$ cat src/rtl/johnson_seq_pkg.sv
// Shared types and constants for the Johnson phase sequencer.
// State enum, the six legal codes, the two illegal codes, next-code helper.
package johnson_seq_pkg;

  typedef enum logic {
    IDLE = 1'b0,
    RUN  = 1'b1
  } seq_state_t;

  localparam logic [2:0] CODE_P0 = 3'b000;
  localparam logic [2:0] CODE_P1 = 3'b001;
  localparam logic [2:0] CODE_P2 = 3'b011;
  localparam logic [2:0] CODE_P3 = 3'b111;
  localparam logic [2:0] CODE_P4 = 3'b110;
  localparam logic [2:0] CODE_P5 = 3'b100;

  localparam logic [2:0] CODE_BAD_A = 3'b010;
  localparam logic [2:0] CODE_BAD_B = 3'b101;

  // Twisted ring: shift left, feed back the inverted MSB.
  function automatic logic [2:0] johnson_next(input logic [2:0] c);
    return {c[1:0], ~c[2]};
  endfunction

  function automatic logic is_illegal(input logic [2:0] c);
    return (c == CODE_BAD_A) || (c == CODE_BAD_B);
  endfunction

endpackage

$ cat src/rtl/johnson3_counter.sv
// 3-bit six-state Johnson counter with clear and enable.
// Ports: clk, rstn, en, clr (wins over en), code, illegal (comb detect).
module johnson3_counter
  import johnson_seq_pkg::*;
(
  input  logic       clk,
  input  logic       rstn,
  input  logic       en,
  input  logic       clr,
  output logic [2:0] code,
  output logic       illegal
);

  logic [2:0] code_q;

  always_ff @(posedge clk or negedge rstn) begin
    if (!rstn) begin
      code_q <= CODE_P0;
    end else if (clr) begin
      code_q <= CODE_P0;
    end else if (en) begin
      code_q <= johnson_next(code_q);
    end
  end

  assign code    = code_q;
  assign illegal = is_illegal(code_q);

endmodule

$ cat src/rtl/johnson_phase_sequencer.sv
// Multi-round six-phase timing generator around a Johnson counter.
// Ports: clk, rstn, start, rounds, abort, step_mode, step -> busy, done, code, phase, round_cnt, err_illegal.
module johnson_phase_sequencer
  import johnson_seq_pkg::*;
#(
  parameter int RW = 4
) (
  input  logic          clk,
  input  logic          rstn,
  input  logic          start,
  input  logic [RW-1:0] rounds,
  input  logic          abort,
  input  logic          step_mode,
  input  logic          step,
  output logic          busy,
  output logic          done,
  output logic [2:0]    code,
  output logic [5:0]    phase,
  output logic [RW-1:0] round_cnt,
  output logic          err_illegal
);

  seq_state_t    state;
  logic [RW-1:0] rounds_lat;
  logic [RW-1:0] rc_inc;
  logic          illegal;
  logic          adv;
  logic          cnt_en;
  logic          cnt_clr;
  logic          wrap;

  assign adv    = ~step_mode | step;
  assign rc_inc = round_cnt + {{(RW-1){1'b0}}, 1'b1};
  assign wrap   = (code == CODE_P5);

  // Counter sits at 000 in IDLE; abort and upset recovery also clear it.
  assign cnt_clr = (state == IDLE) | abort | illegal;
  assign cnt_en  = (state == RUN) & adv;

  johnson3_counter u_cnt (
    .clk     (clk),
    .rstn    (rstn),
    .en      (cnt_en),
    .clr     (cnt_clr),
    .code    (code),
    .illegal (illegal)
  );

  always_ff @(posedge clk or negedge rstn) begin
    if (!rstn) begin
      state       <= IDLE;
      done        <= 1'b0;
      round_cnt   <= '0;
      rounds_lat  <= '0;
      err_illegal <= 1'b0;
    end else begin
      done <= 1'b0;
      unique case (state)
        IDLE: begin
          if (start) begin
            err_illegal <= 1'b0;
            if (rounds != '0) begin
              state      <= RUN;
              round_cnt  <= '0;
              rounds_lat <= rounds;
            end else begin
              done <= 1'b1;
            end
          end
        end
        RUN: begin
          if (abort) begin
            state <= IDLE;
          end else if (illegal) begin
            err_illegal <= 1'b1;
          end else if (adv && wrap) begin
            round_cnt <= rc_inc;
            if (rc_inc == rounds_lat) begin
              state <= IDLE;
              done  <= 1'b1;
            end
          end
        end
        default: state <= IDLE;
      endcase
    end
  end

  assign busy = (state == RUN);

  always_comb begin
    phase = 6'b000000;
    if (busy) begin
      case (code)
        CODE_P0: phase = 6'b000001;
        CODE_P1: phase = 6'b000010;
        CODE_P2: phase = 6'b000100;
        CODE_P3: phase = 6'b001000;
        CODE_P4: phase = 6'b010000;
        CODE_P5: phase = 6'b100000;
        default: phase = 6'b000000;
      endcase
    end
  end

endmodule

$ cat config.mk
export PLATFORM = sky130hd
export DESIGN_NAME = johnson_phase_sequencer
export DESIGN_NICKNAME = d
export VERILOG_FILES = /design/src/rtl/johnson_seq_pkg.sv /design/src/rtl/johnson3_counter.sv /design/src/rtl/johnson_phase_sequencer.sv
export SDC_FILE = /design/constraint.sdc
export NUM_CORES = 1
export LEC_CHECK = 0
export BUFFER_PORTS_ARGS = -buffer_cell sky130_fd_sc_hd__buf_2
export CORE_MARGIN = 3
export CORE_UTILIZATION = 45
export CTS_CLUSTER_SIZE = 20
export DETAILED_ROUTE_END_ITERATION = 10
export MAX_ROUTING_LAYER = met4
export PLACE_DENSITY_LB_ADDON = 0.3
export SLEW_MARGIN = 20
export SYNTH_ARGS = -nofsm -noshare
export SYNTH_HDL_FRONTEND = slang
export SYNTH_HIERARCHICAL = 1
export SYNTH_SLANG_ARGS = --single-unit
$ cat constraint.sdc
create_clock -name clk -period 3.1 [get_ports clk]
set_input_delay 0.31 -clock clk [delete_from_list [all_inputs] [get_ports clk]]
set_output_delay 0.31 -clock clk [all_outputs]
set_load 0.05 [all_outputs]
==> metrics.log, run 1 <==
INFO  metric syn_to_final_growth = 22.68%
INFO  metric path_depth = 5
INFO  metric floorplan.die.width = 49.45 µm
INFO  metric die_area = ~0.0024 mm²
INFO  metric fp-row-count = 15
INFO  metric timing.reg2reg.setup_slack = about 1200 ps
INFO  metric maximum_single_stage_delay_on_the_critical_path = 480 ps
INFO  metric wire_per_inst = 12.42 µm
INFO  metric grt_setup_unrepaired = false
INFO  metric via_count_of_the_first_global_routing_pass = 622
INFO  metric drc_errors = 0
INFO  metric cap_violations = 0
INFO  metric start_kind = flip-flop
INFO  metric routedLengthMet1 = between 700 and 800 µm
INFO  metric achievable-frequency = 0.5393 GHz
INFO  metric synth_edf_count = 0
INFO  metric port_buffers = 25
INFO  metric cts_made_buffers = 3
INFO  metric tritoncts = yes
INFO  metric area_of_the_mapped_netlist = between 800 and 900 µm²
INFO  metric synth_area_leader_cell = sky130_fd_sc_hd__dfrtp_1
INFO  metric initial_core_util = 48.67%
INFO  metric global_route_wire_length_before_repair = ~2800 µm
INFO  metric power.density = ~520 mW/mm²
INFO  metric max_slew.worst_pin.slew = between 600 and 700 ps
INFO  metric setup_violations = 0
INFO  metric crit_path_end = round_cnt[0]
INFO  metric synth.area.top_cells = sky130_fd_sc_hd__dfrtp_1 (41%), sky130_fd_sc_hd__a22o_1 (4.1%), sky130_fd_sc_hd__nand2b_1 (3.7%)
INFO  metric ant_nets = 0
INFO  metric clock-root-buffer = sky130_fd_sc_hd__clkbuf_4
INFO  metric dieHeight = roughly 50 µm
INFO  metric crit_fanout = 9
INFO  metric fillers = ~160
INFO  metric status = complete, no violations
INFO  metric worstPathRequired = around 3300 ps
INFO  metric reg2regPathDepth = 5
INFO  metric route.detailed.vias_per_inst = 5.219
INFO  metric slew_headroom = 57.46%
INFO  metric synthesized_net_count = 95
INFO  metric drtPass1Iterations = 4
INFO  metric finalWeightedCongestion = approximately 0.78
INFO  metric cts.hold.buffers_added = 1
INFO  metric path_class = reg2reg
INFO  metric antenna_found_initial = 0
INFO  metric ir_drop = ~0.00031 V
INFO  metric cp.buffers_inverters = 0
INFO  metric hold_violations = 0
INFO  metric worst_path_dominant_cell_family = compound AO/OA/AOI/OAI gates
INFO  metric source_to_sink_clock_delay_at_the_later_pin_of_the_worst_skew_pair = around 270 ps
INFO  metric cpMaxStageDelayCell = sky130_fd_sc_hd__dfrtp_1
INFO  metric whs = around 240 ps
INFO  metric synthDistinctLibCells = 35
INFO  metric worstPathArrival = ~2000 ps
INFO  metric yosys.area.top_type_share = approximately 41%
INFO  metric p_leak = around 0.0005 µW
INFO  metric synth-async-reset-ratio = 100.0%
INFO  metric io_pins = 26
INFO  metric ctsResizeCount = 0
INFO  metric grt-ovfl-total = 0
INFO  metric cts.clk_slew.worst_paths = about 90 ps
INFO  metric design.core.area = around 0.0017 mm²
INFO  metric cts-htree-levels = 1
INFO  metric gr-usage-all-layers = between 10% and 20%
INFO  metric layout-drive-gt1-share = between 30 and 40%
INFO  metric yosysWarnings = 6
INFO  metric routed_via_count = approximately 720
INFO  metric place.detailed.hpwl = approximately 1300 µm
INFO  metric post_synth.cell_area_avg = a little over 10 µm²
INFO  metric worst_setup_path_startpoint = u_cnt/code[2]
INFO  metric tns = 0 ps
INFO  metric reg2reg_from = u_cnt/code[2]
INFO  metric crit_chain = nand2b_1 > o21ai_0 > nand4b_4 > mux2_2 > a22o_1
INFO  metric hold_class = in2reg
INFO  metric cts_num_sinks = 14
INFO  metric routed_wirelength = 1702 µm
INFO  metric maximum_number_of_pins_on_one_net_before_global_route_repair = 15
INFO  metric timing.critical_path.to_type = flip-flop
INFO  metric cts_post_setup_buffers_inserted = 0
INFO  metric regToRegEndpoint = round_cnt[0]
INFO  metric yosys-top-cells-count = sky130_fd_sc_hd__dfrtp_1 (14), sky130_fd_sc_hd__nand2_1 (7), sky130_fd_sc_hd__nor2_1 (7), sky130_fd_sc_hd__nand2b_1 (5), sky130_fd_sc_hd__a22o_1 (4)
INFO  metric cts.path.max_buffers = 2
INFO  metric insertedDiodeCount = 0
INFO  metric skew = 7.959 ps
INFO  metric fin_crit_sh = ~60%
INFO  metric final-max-slew-violation-count = 0
INFO  metric post_synthesis_register_bit_count = 14
INFO  metric yosys_most_used_dff = sky130_fd_sc_hd__dfrtp_1
INFO  metric syn_inst = between 80 and 90
INFO  metric finalWorstPathRequiredPeriod = around 1900 ps
INFO  metric wl_met3 = between 60 and 70 µm
INFO  metric route.top_layer_used = met4
INFO  metric drt-initial-drc-count = 8
INFO  metric route.met2.wl = 831 µm
INFO  metric num-nets-final = roughly 120
INFO  metric yosysMostFrequentCell = sky130_fd_sc_hd__dfrtp_1
INFO  metric synth_sequential_area_ratio = between 40% and 50%
-- worst min-delay path by stage --
stage	depth (start not counted)	to	start	slack, ps
after global placement	1	u_cnt/code[1]	rstn	220
after CTS	2	err_illegal	start	230
after detailed placement	1	u_cnt/code[0]	rstn	220
after global routing	2	err_illegal	start	260
after floorplan	0	busy	rstn	10
final	2	err_illegal	start	240
-- cell type report --
class | count | area [µm²] | share of cell area, %
multi-input combinational | 65 | 478.0 | 45.86
inverter | 3 | 11.26 | 1.080
tap | 25 | 31.28 | 3.001
timing repair buffer | 26 | 135.1 | 12.97
sequential | 14 | 350.3 | 33.61
clock buffer | 4 | 36.28 | 3.481
-- flip-flops by register name (all words and copies together), names as in the netlist --
name and flops:
busy 1, rounds_lat 4, u_cnt/code 3, err_illegal 1, done 1, round_cnt 4
-- per-layer routing --
metal,global-route usage (%),vias to the layer above
met5,-,-
li1,-,362
met3,1.813,2
met2,24.55,17
met1,19.96,334
met4,6.912,0
-- power breakdown --
group	switching [µW]	internal, µW
sequential	31.1	207
clock	57.2	71.3
combinational	110	70.4
total	198	349
-- through the flow --
step	instance area, µm²	worst slack, ps	power, µW	instances	util, %
3_5_place_dp	996.0	1295	423.7	132	57.06
5_1_grt	1042	1117	580.9	137	59.71
4_1_cts	1042	1229	556.7	137	59.71
3_3_place_gp	996.0	1373	418.1	132	57.06
6_report	1042	1246	547.0	137	59.71
2_1_floorplan	849.6	617.4	381.4	84	-
-- placed cells by master (no fill, tap or decap) --
cell type | Yosys | layout
sky130_fd_sc_hd__a211oi_1 | 1 | 1
sky130_fd_sc_hd__a21oi_4 | 1 | 1
sky130_fd_sc_hd__a22o_1 | 4 | 4
sky130_fd_sc_hd__a22o_2 | 2 | 2
sky130_fd_sc_hd__a22oi_1 | 1 | 1
sky130_fd_sc_hd__and2_1 | 2 | 2
sky130_fd_sc_hd__and2b_1 | 1 | 1
sky130_fd_sc_hd__and3_1 | 1 | 1
sky130_fd_sc_hd__buf_2 | 2 | 25
sky130_fd_sc_hd__clkbuf_4 | 0 | 3
sky130_fd_sc_hd__clkbuf_8 | 0 | 1
sky130_fd_sc_hd__dfrtp_1 | 14 | 14
sky130_fd_sc_hd__dlygate4sd3_1 | 0 | 1
sky130_fd_sc_hd__ha_1 | 1 | 1
sky130_fd_sc_hd__inv_1 | 3 | 3
sky130_fd_sc_hd__mux2_2 | 1 | 1
sky130_fd_sc_hd__mux2i_1 | 2 | 2
sky130_fd_sc_hd__nand2_1 | 7 | 7
sky130_fd_sc_hd__nand2b_1 | 5 | 5
sky130_fd_sc_hd__nand3_1 | 3 | 3
sky130_fd_sc_hd__nand3b_1 | 1 | 1
sky130_fd_sc_hd__nand4b_1 | 1 | 1
sky130_fd_sc_hd__nand4b_4 | 1 | 1
sky130_fd_sc_hd__nor2_1 | 7 | 7
sky130_fd_sc_hd__nor2_2 | 1 | 1
sky130_fd_sc_hd__nor2b_1 | 2 | 2
sky130_fd_sc_hd__nor3_1 | 2 | 2
sky130_fd_sc_hd__nor3_2 | 1 | 1
sky130_fd_sc_hd__nor3b_1 | 2 | 2
sky130_fd_sc_hd__o211ai_1 | 2 | 2
sky130_fd_sc_hd__o21ai_0 | 3 | 3
sky130_fd_sc_hd__o22ai_1 | 1 | 1
sky130_fd_sc_hd__o31ai_1 | 1 | 1
sky130_fd_sc_hd__or4_1 | 2 | 2
sky130_fd_sc_hd__or4_4 | 1 | 1
sky130_fd_sc_hd__xnor2_1 | 3 | 3
sky130_fd_sc_hd__xor2_1 | 1 | 1
sky130_fd_sc_hd__xor3_1 | 1 | 1
-- logic make-up after synthesis --
| kind of cell | after synthesis | share of synthesized area, % |
|---|---|---|
| flops | 14 | 41.24 |
| mux | 3 | 3.682 |
| buf+inv | 5 | 2.504 |
| xor+xnor | 5 | 6.922 |
| compound gates | 16 | 15.32 |
| simple gates | 40 | 28.87 |
| fa+ha+maj | 1 | 1.473 |
Note: power is estimated with default switching activity, not from simulation.
==> inputs of run 2 (changes only) <==
- ABC_AREA: not set -> 1
- clock period: 3.1 -> 1.6 ns (I/O delays scaled with it)
==> metrics.log, run 2 <==
INFO  metric timing.reg2reg.setup_slack = 150 ps (-1100 ps)
INFO  metric yosys.area.top_type_share = 38.62% (-2.6 points)
INFO  metric p_leak = 0.0006426 µW (+27%)
INFO  metric worstPathRequired = 1440 ps (-1830 ps)
INFO  metric path_class = reg2out
INFO  metric place.detailed.hpwl = 1486 µm (+14%)
INFO  metric drt-initial-drc-count = 18 (+10)
INFO  metric final-max-slew-violation-count = 0 (unchanged)
INFO  metric post_synthesis_register_bit_count = 14 (unchanged)
INFO  metric synth-async-reset-ratio = 100.0% (unchanged)
INFO  metric synth.area.top_cells = sky130_fd_sc_hd__dfrtp_1 (39%), sky130_fd_sc_hd__nand2_1 (17%), sky130_fd_sc_hd__inv_1 (11%)
INFO  metric port_buffers = 25 (unchanged)
INFO  metric final_cell_mix = sky130_fd_sc_hd__nand2_1 (40), sky130_fd_sc_hd__inv_1 (26), sky130_fd_sc_hd__buf_2 (21), sky130_fd_sc_hd__dfrtp_1 (10), sky130_fd_sc_hd__nand3_1 (8)
INFO  metric routed_wirelength = 1868 µm (+9.8%)
INFO  metric antenna_found_initial = 0 (unchanged)
INFO  metric synth_edf_count = 0 (unchanged)
INFO  metric cell_mode_on_critical_path = sky130_fd_sc_hd__buf_4
INFO  metric final_critical_path_setup_slack = 72.47 ps (-1173 ps)
INFO  metric wire_per_inst = 10.32 µm (-17%)
INFO  metric achievable-frequency = 0.6547 GHz
INFO  metric hold_path_depth = 3 (+1)
INFO  metric tritoncts = yes
INFO  metric post-route-util = 63.37% (+3.7 points)
INFO  metric reg2reg_from = round_cnt[0]
INFO  metric layout.cells.most_common = sky130_fd_sc_hd__nand2_1
INFO  metric ir_drop = 0.0007364 V (+130%)
INFO  metric crit_fanout = 10 (+1)
INFO  metric cts.path.max_buffers = 2 (unchanged)
INFO  metric slew_headroom = 78.02% (+21 points)
INFO  metric cts_num_sinks = 14 (unchanged)
INFO  metric start_kind = flip-flop
INFO  metric dieHeight = 50.90 µm (+2.9%)
INFO  metric cts.clk_slew.worst_paths = 90 ps (about the same)
INFO  metric power.density = 1110 mW/mm² (+110%)
INFO  metric finalWeightedCongestion = 0.8053 (+3.4%)
INFO  metric synthDistinctLibCells = 22 (-37%)
INFO  metric fp-row-count = 15 (unchanged)
INFO  metric fin_crit_sh = between 90% and 100%
INFO  metric skew = 2.890 ps (-5.070 ps)
INFO  metric synth_area_leader_cell = sky130_fd_sc_hd__dfrtp_1
INFO  metric crit_chain = buf_4 > nand2_1 > nor3b_2 > buf_4
INFO  metric yosys-top-cells-count = sky130_fd_sc_hd__nand2_1 (40), sky130_fd_sc_hd__inv_1 (26), sky130_fd_sc_hd__dfrtp_1 (14), sky130_fd_sc_hd__nor2_1 (10), sky130_fd_sc_hd__nand3_1 (8)
INFO  metric area_of_the_mapped_netlist = 907.1 µm² (+6.8%)
INFO  metric cts_made_buffers = 3 (unchanged)
INFO  metric yosys_most_used_dff = sky130_fd_sc_hd__dfrtp_1
INFO  metric synth_sequential_area_ratio = 38.62% (-2.6 points)
INFO  metric preCtsSetupSlack = 167.2 ps (-1128 ps)
INFO  metric layout-drive-gt1-share = 33.97% (+0.94 points)
INFO  metric timing.critical_path.to_type = output pin
INFO  metric finalWorstPathRequiredPeriod = 1528 ps
INFO  metric ant_nets = 0 (unchanged)
INFO  metric hold_violations = 0 (unchanged)
INFO  metric global_route_wire_length_before_repair = 3174 µm (+12%)
INFO  metric route.detailed.vias_per_inst = 4.624 (-11%)
INFO  metric fillers = 167 (+3.1%)
INFO  metric worst_path_dominant_cell_family = buffers and inverters
INFO  metric io_pins = 26 (unchanged)
INFO  metric routed_via_count = 837 (+17%)
INFO  metric syn_to_final_growth = 27.17%
INFO  metric initial_core_util = 49.83% (+1.2 points)
INFO  metric maximum_number_of_pins_on_one_net_before_global_route_repair = 15 (unchanged)
INFO  metric hold_end = rounds_lat[0]
INFO  metric reg2regPathDepth = 10 (+5)
INFO  metric syn_inst = 125 (+49%)
INFO  metric post_synth.cell_area_avg = 7.257 µm² (-28%)
INFO  metric via_count_of_the_first_global_routing_pass = 776 (+25%)
INFO  metric insertedDiodeCount = 0 (unchanged)
INFO  metric source_to_sink_clock_delay_at_the_later_pin_of_the_worst_skew_pair = 280 ps (about the same)
INFO  metric regToRegEndpoint = busy
INFO  metric grt_setup_unrepaired = false
INFO  metric design.core.area = 0.001821 mm² (+4.3%)
INFO  metric floorplan.die.width = 50.90 µm (+2.9%)
INFO  metric maximum_single_stage_delay_on_the_critical_path = 360 ps (-120 ps)
INFO  metric yosysWarnings = 6 (unchanged)
INFO  metric cp.buffers_inverters = 2 (+2)
INFO  metric cpMaxStageDelayCell = sky130_fd_sc_hd__dfrtp_2
INFO  metric gr-usage-all-layers = 16.60% (+1.1 points)
INFO  metric num-nets-final = 168 (+35%)
INFO  metric status = complete, no violations
INFO  metric max_slew.worst_pin.slew = 329.8 ps (-307.0 ps)
INFO  metric worstPathArrival = 1370 ps (-650 ps)
INFO  metric cts-htree-levels = 1 (unchanged)
INFO  metric hold_class = in2reg
INFO  metric die_area = 0.002590 mm² (+5.9%)
INFO  metric grt-ovfl-total = 0 (unchanged)
INFO  metric setup_violations = 0 (unchanged)
INFO  metric drc_errors = 0 (unchanged)
INFO  metric yosysMostFrequentCell = sky130_fd_sc_hd__nand2_1
INFO  metric synthesized_net_count = 136 (+43%)
INFO  metric drtPass1Iterations = 4 (unchanged)
INFO  metric clock-root-buffer = sky130_fd_sc_hd__clkbuf_4
INFO  metric min-delay-start = rounds[0]
INFO  metric cap_violations = 0 (unchanged)
-- run 2: worst register-to-register path, cell delays in order, from the launching register on --
cell                      delay (ps)
sky130_fd_sc_hd__dfrtp_2         450
sky130_fd_sc_hd__ha_1            330
sky130_fd_sc_hd__inv_1            50
sky130_fd_sc_hd__nand2_1          50
sky130_fd_sc_hd__nand2_1          50
sky130_fd_sc_hd__nor2_1           80
sky130_fd_sc_hd__nand2_1          70
sky130_fd_sc_hd__nor2_2          100
sky130_fd_sc_hd__nand3_1          80
sky130_fd_sc_hd__nand2_1          60
sky130_fd_sc_hd__inv_1            40
-- run 2: timing repair --
action                                 4_1_cts  5_1_grt
buffers inserted                             0        0
endpoints found under the hold margin       14        0
gates resized for setup                      3        5
hold buffers                                 1        0
setup endpoints to repair                    2        3
-- run 2: through the flow --
stage	power, µW	instances	hold slack, ps	TNS [ps]	area [µm²]
2_1_floorplan	943.0	125	-135.6	-469.7	939.7
3_3_place_gp	1050	176	83.03	0	1100
3_5_place_dp	1066	176	84.89	0	1100
4_1_cts	1287	181	151.0	0	1145
5_1_grt	1378	181	162.8	0	1154
6_report	1280	181	150.4	0	1154
-- run 2: power breakdown --
part	total [µW]	switching [µW]	leakage [µW]	internal, µW
registers	489	71.8	0.000179	417
logic	576	397	0.000449	179
clock network	215	118	0.0000150	96.8
total	1280	587	0.000643	693
-- run 2: layout make-up --
class | instances | area (µm²) | share of cell area [%]
well taps | 25 | 31.28 | 2.711
repair buffers | 28 | 163.9 | 14.21
flip-flops and latches | 14 | 355.3 | 30.80
inverters | 26 | 97.59 | 8.460
clock buffers | 4 | 26.28 | 2.278
multi-input cells | 84 | 479.2 | 41.54
-- run 2: logic make-up (layout without fill, tap and decap cells) --
kind of cell / count (synthesis) / after routing / synth area share (%)
AOI/OAI and AO/OA: 12 / 12 / 9.240
adders and majority gates: 1 / 1 / 1.379
buffers and inverters: 27 / 58 / 12.00
DFF: 14 / 14 / 38.62
and+or+nand+nor: 71 / 71 / 38.76
-- run 2: worst max-delay path by stage --
stage,startpoint,endpoint,slack (ps),cells after the start
floorplan,u_cnt/code[2],phase[5],-170,2
CTS,busy,phase[1],4,4
global route,busy,phase[4],9,4
global placement,round_cnt[0],busy,230,10
detailed placement,round_cnt[0],busy,170,10
finish,busy,phase[4],70,4
-- run 2: per-layer routing --
layer	global-route usage [%]	up-vias	part of all wire, %
li1	-	444	-
met5	-	-	0
met2	25.65	24	46
met3	3.499	4	5.1
met1	21.30	365	48
met4	6.726	0	1.3
==> inputs of run 3 (changes only) <==
- MAX_ROUTING_LAYER: met4 -> not set
- SKIP_LAST_GASP: not set -> 1
==> metrics.log, run 3 (synthesis gave the netlist of run 2 again) <==
INFO  metric grt_setup_unrepaired = true
INFO  metric slew_headroom = 78.03% (about the same)
INFO  metric timing.critical_path.to_type = output pin
INFO  metric drt-initial-drc-count = 18 (unchanged)
INFO  metric grt_util_met3 = 3.499% (unchanged)
INFO  metric fillers = 168 (+0.60%)
INFO  metric ir_drop = 0.0007363 V (about the same)
INFO  metric final_cell_mix = sky130_fd_sc_hd__nand2_1 (40), sky130_fd_sc_hd__inv_1 (26), sky130_fd_sc_hd__buf_2 (21), sky130_fd_sc_hd__dfrtp_1 (11), sky130_fd_sc_hd__nand3_1 (8)
INFO  metric skew = 2.567 ps (-0.3226 ps)
INFO  metric layout.cells.most_common = sky130_fd_sc_hd__nand2_1
INFO  metric placedCellCount = 176 (unchanged)
INFO  metric regToRegEndpoint = busy
INFO  metric dieHeight = 50.90 µm (unchanged)
INFO  metric cts_made_buffers = 3 (unchanged)
INFO  metric whs = 152.9 ps (+2.473 ps)
INFO  metric start_kind = flip-flop
INFO  metric place.detailed.hpwl = 1486 µm (unchanged)
INFO  metric power.density = 1109 mW/mm² (about the same)
INFO  metric final-max-slew-violation-count = 0 (unchanged)
INFO  metric syn_to_final_growth = 27.04%
INFO  metric cts.path.max_buffers = 2 (unchanged)
INFO  metric setup_violations = 0 (unchanged)
INFO  metric port_buffers = 25 (unchanged)
INFO  metric cts.clk_slew.worst_paths = 90 ps (about the same)
INFO  metric path_class = reg2out
INFO  metric grt_met1_usage = 21.30% (unchanged)
INFO  metric gr-usage-met2 = 25.65% (unchanged)
INFO  metric via_count_of_the_first_global_routing_pass = 775 (-0.13%)
INFO  metric cts_post_setup_buffers_inserted = 0 (unchanged)
INFO  metric finalWorstPathRequiredPeriod = 1525 ps (-2.382 ps)
INFO  metric routed_wirelength = 1854 µm (-0.75%)
INFO  metric fin_crit_sh = 95.32% (-0.15 points)
INFO  metric finalWeightedCongestion = 0.7940 (-1.4%)
INFO  metric grt-ovfl-total = 0 (unchanged)
INFO  metric grt_most_used_layer = met2
INFO  metric min-delay-start = rounds[0]
INFO  metric floorplan.die.width = 50.90 µm (unchanged)
INFO  metric drc_errors = 0 (unchanged)
INFO  metric timing.reg2reg.setup_slack = 150 ps (about the same)
INFO  metric num-nets-final = 168 (unchanged)
INFO  metric cts-htree-levels = 1 (unchanged)
INFO  metric cts_num_sinks = 14 (unchanged)
INFO  metric hold_end = rounds_lat[0]
INFO  metric placed_cell_area = 0.001100 mm² (unchanged)
INFO  metric initial_core_util = 49.83% (unchanged)
INFO  metric finish.cell_count_without_fillers = 181 (unchanged)
INFO  metric wire_per_inst = 10.24 µm (-0.75%)
INFO  metric p_leak = 0.0006436 µW (+0.15%)
INFO  metric final_critical_path_setup_slack = 74.86 ps (+2.382 ps)
INFO  metric hold_path_depth = 3 (unchanged)
INFO  metric hold_class = in2reg
INFO  metric layout-drive-gt1-share = 33.33% (-0.64 points)
INFO  metric crit_fanout = 10 (unchanged)
INFO  metric antenna_found_initial = 0 (unchanged)
INFO  metric source_to_sink_clock_delay_at_the_later_pin_of_the_worst_skew_pair = 280 ps (about the same)
INFO  metric max_slew.worst_pin.slew = 329.5 ps (-0.2285 ps)
INFO  metric route.detailed.vias_per_inst = 4.624 (unchanged)
INFO  metric status = complete, no violations
INFO  metric ant_nets = 0 (unchanged)
INFO  metric reg2reg_from = round_cnt[0]
INFO  metric reg2regPathDepth = 10 (unchanged)
INFO  metric post-route-cell-area = 0.001152 mm² (-0.11%)
INFO  metric die_area = 0.002590 mm² (unchanged)
INFO  metric gr-usage-all-layers = 16.17% (-0.43 points)
INFO  metric io_pins = 26 (unchanged)
INFO  metric cap_violations = 0 (unchanged)
INFO  metric preCtsSetupSlack = 167.2 ps (unchanged)
INFO  metric hold_violations = 0 (unchanged)
INFO  metric routed_via_count = 837 (unchanged)
INFO  metric fp-row-count = 15 (unchanged)
INFO  metric clock-root-buffer = sky130_fd_sc_hd__clkbuf_4
INFO  metric design.core.area = 0.001821 mm² (unchanged)
INFO  metric global_route_wire_length_before_repair = 3174 µm (unchanged)
INFO  metric maximum_number_of_pins_on_one_net_before_global_route_repair = 15 (unchanged)
INFO  metric tritoncts = yes
INFO  metric insertedDiodeCount = 0 (unchanged)
INFO  metric drtPass1Iterations = 4 (unchanged)
INFO  metric multi_input_comb_area = 479.2 µm² (unchanged)
INFO  metric achievable-frequency = 0.6557 GHz (+0.16%)
INFO  metric worstPathRequired = 1440 ps (about the same)
INFO  metric layout.area.seq = 354.1 µm² (-0.35%)
INFO  metric worstPathArrival = 1370 ps (about the same)
==> run 3: how the worst max path moves through the flow <==
stage	start	depth (start not counted)	end
2_1_floorplan	u_cnt/code[2]	2	phase[5]
3_3_place_gp	round_cnt[0]	10	busy
3_5_place_dp	round_cnt[0]	10	busy
4_1_cts	busy	4	phase[1]
5_1_grt	u_cnt/code[0]	4	phase[5]
6_report	busy	4	phase[4]
==> run 3: metrics by stage <==
step / power (µW) / TNS (ps) / util (%)
2_1_floorplan: 943.0 / -469.7 / -
3_3_place_gp: 1050 / 0 / 60.41
3_5_place_dp: 1066 / 0 / 60.41
4_1_cts: 1287 / 0 / 62.89
5_1_grt: 1378 / -12.63 / 63.30
6_report: 1278 / 0 / 63.30
==> run 3: power breakdown <==
group / switching (µW) / internal (µW)
Combinational: 396 / 179
Clock: 117 / 96.7
Sequential: 71.8 / 417
==> run 3: final cells by class <==
class | count | share of cell area, %
Tap cell | 25 | 2.714
Multi-Input combinational cell | 84 | 41.59
Sequential cell | 14 | 30.73
Timing Repair Buffer | 28 | 14.22
Clock buffer | 4 | 2.280
Inverter | 26 | 8.469
==> run 3: routing by layer <==
metal  wire length (µm)  vias to the layer above
met5                  0                        -
met4                 23                        0
met3                 83                        4
met2                861                       23
met1                886                      366
li1                   -                      444
==> run 3: what timing repair did <==
item                                    4_1_cts  5_1_grt
endpoints found under the setup margin        2        3
endpoints found under the hold margin        14        0
gates resized for setup                       3        3
hold buffers                                  1        0
==> run 3: worst max-delay path, stage by stage (launching register included) <==
cell	delay [ps]
sky130_fd_sc_hd__dfrtp_2	360
sky130_fd_sc_hd__buf_4	190
sky130_fd_sc_hd__nand2_1	130
sky130_fd_sc_hd__nor3b_2	180
sky130_fd_sc_hd__buf_4	220
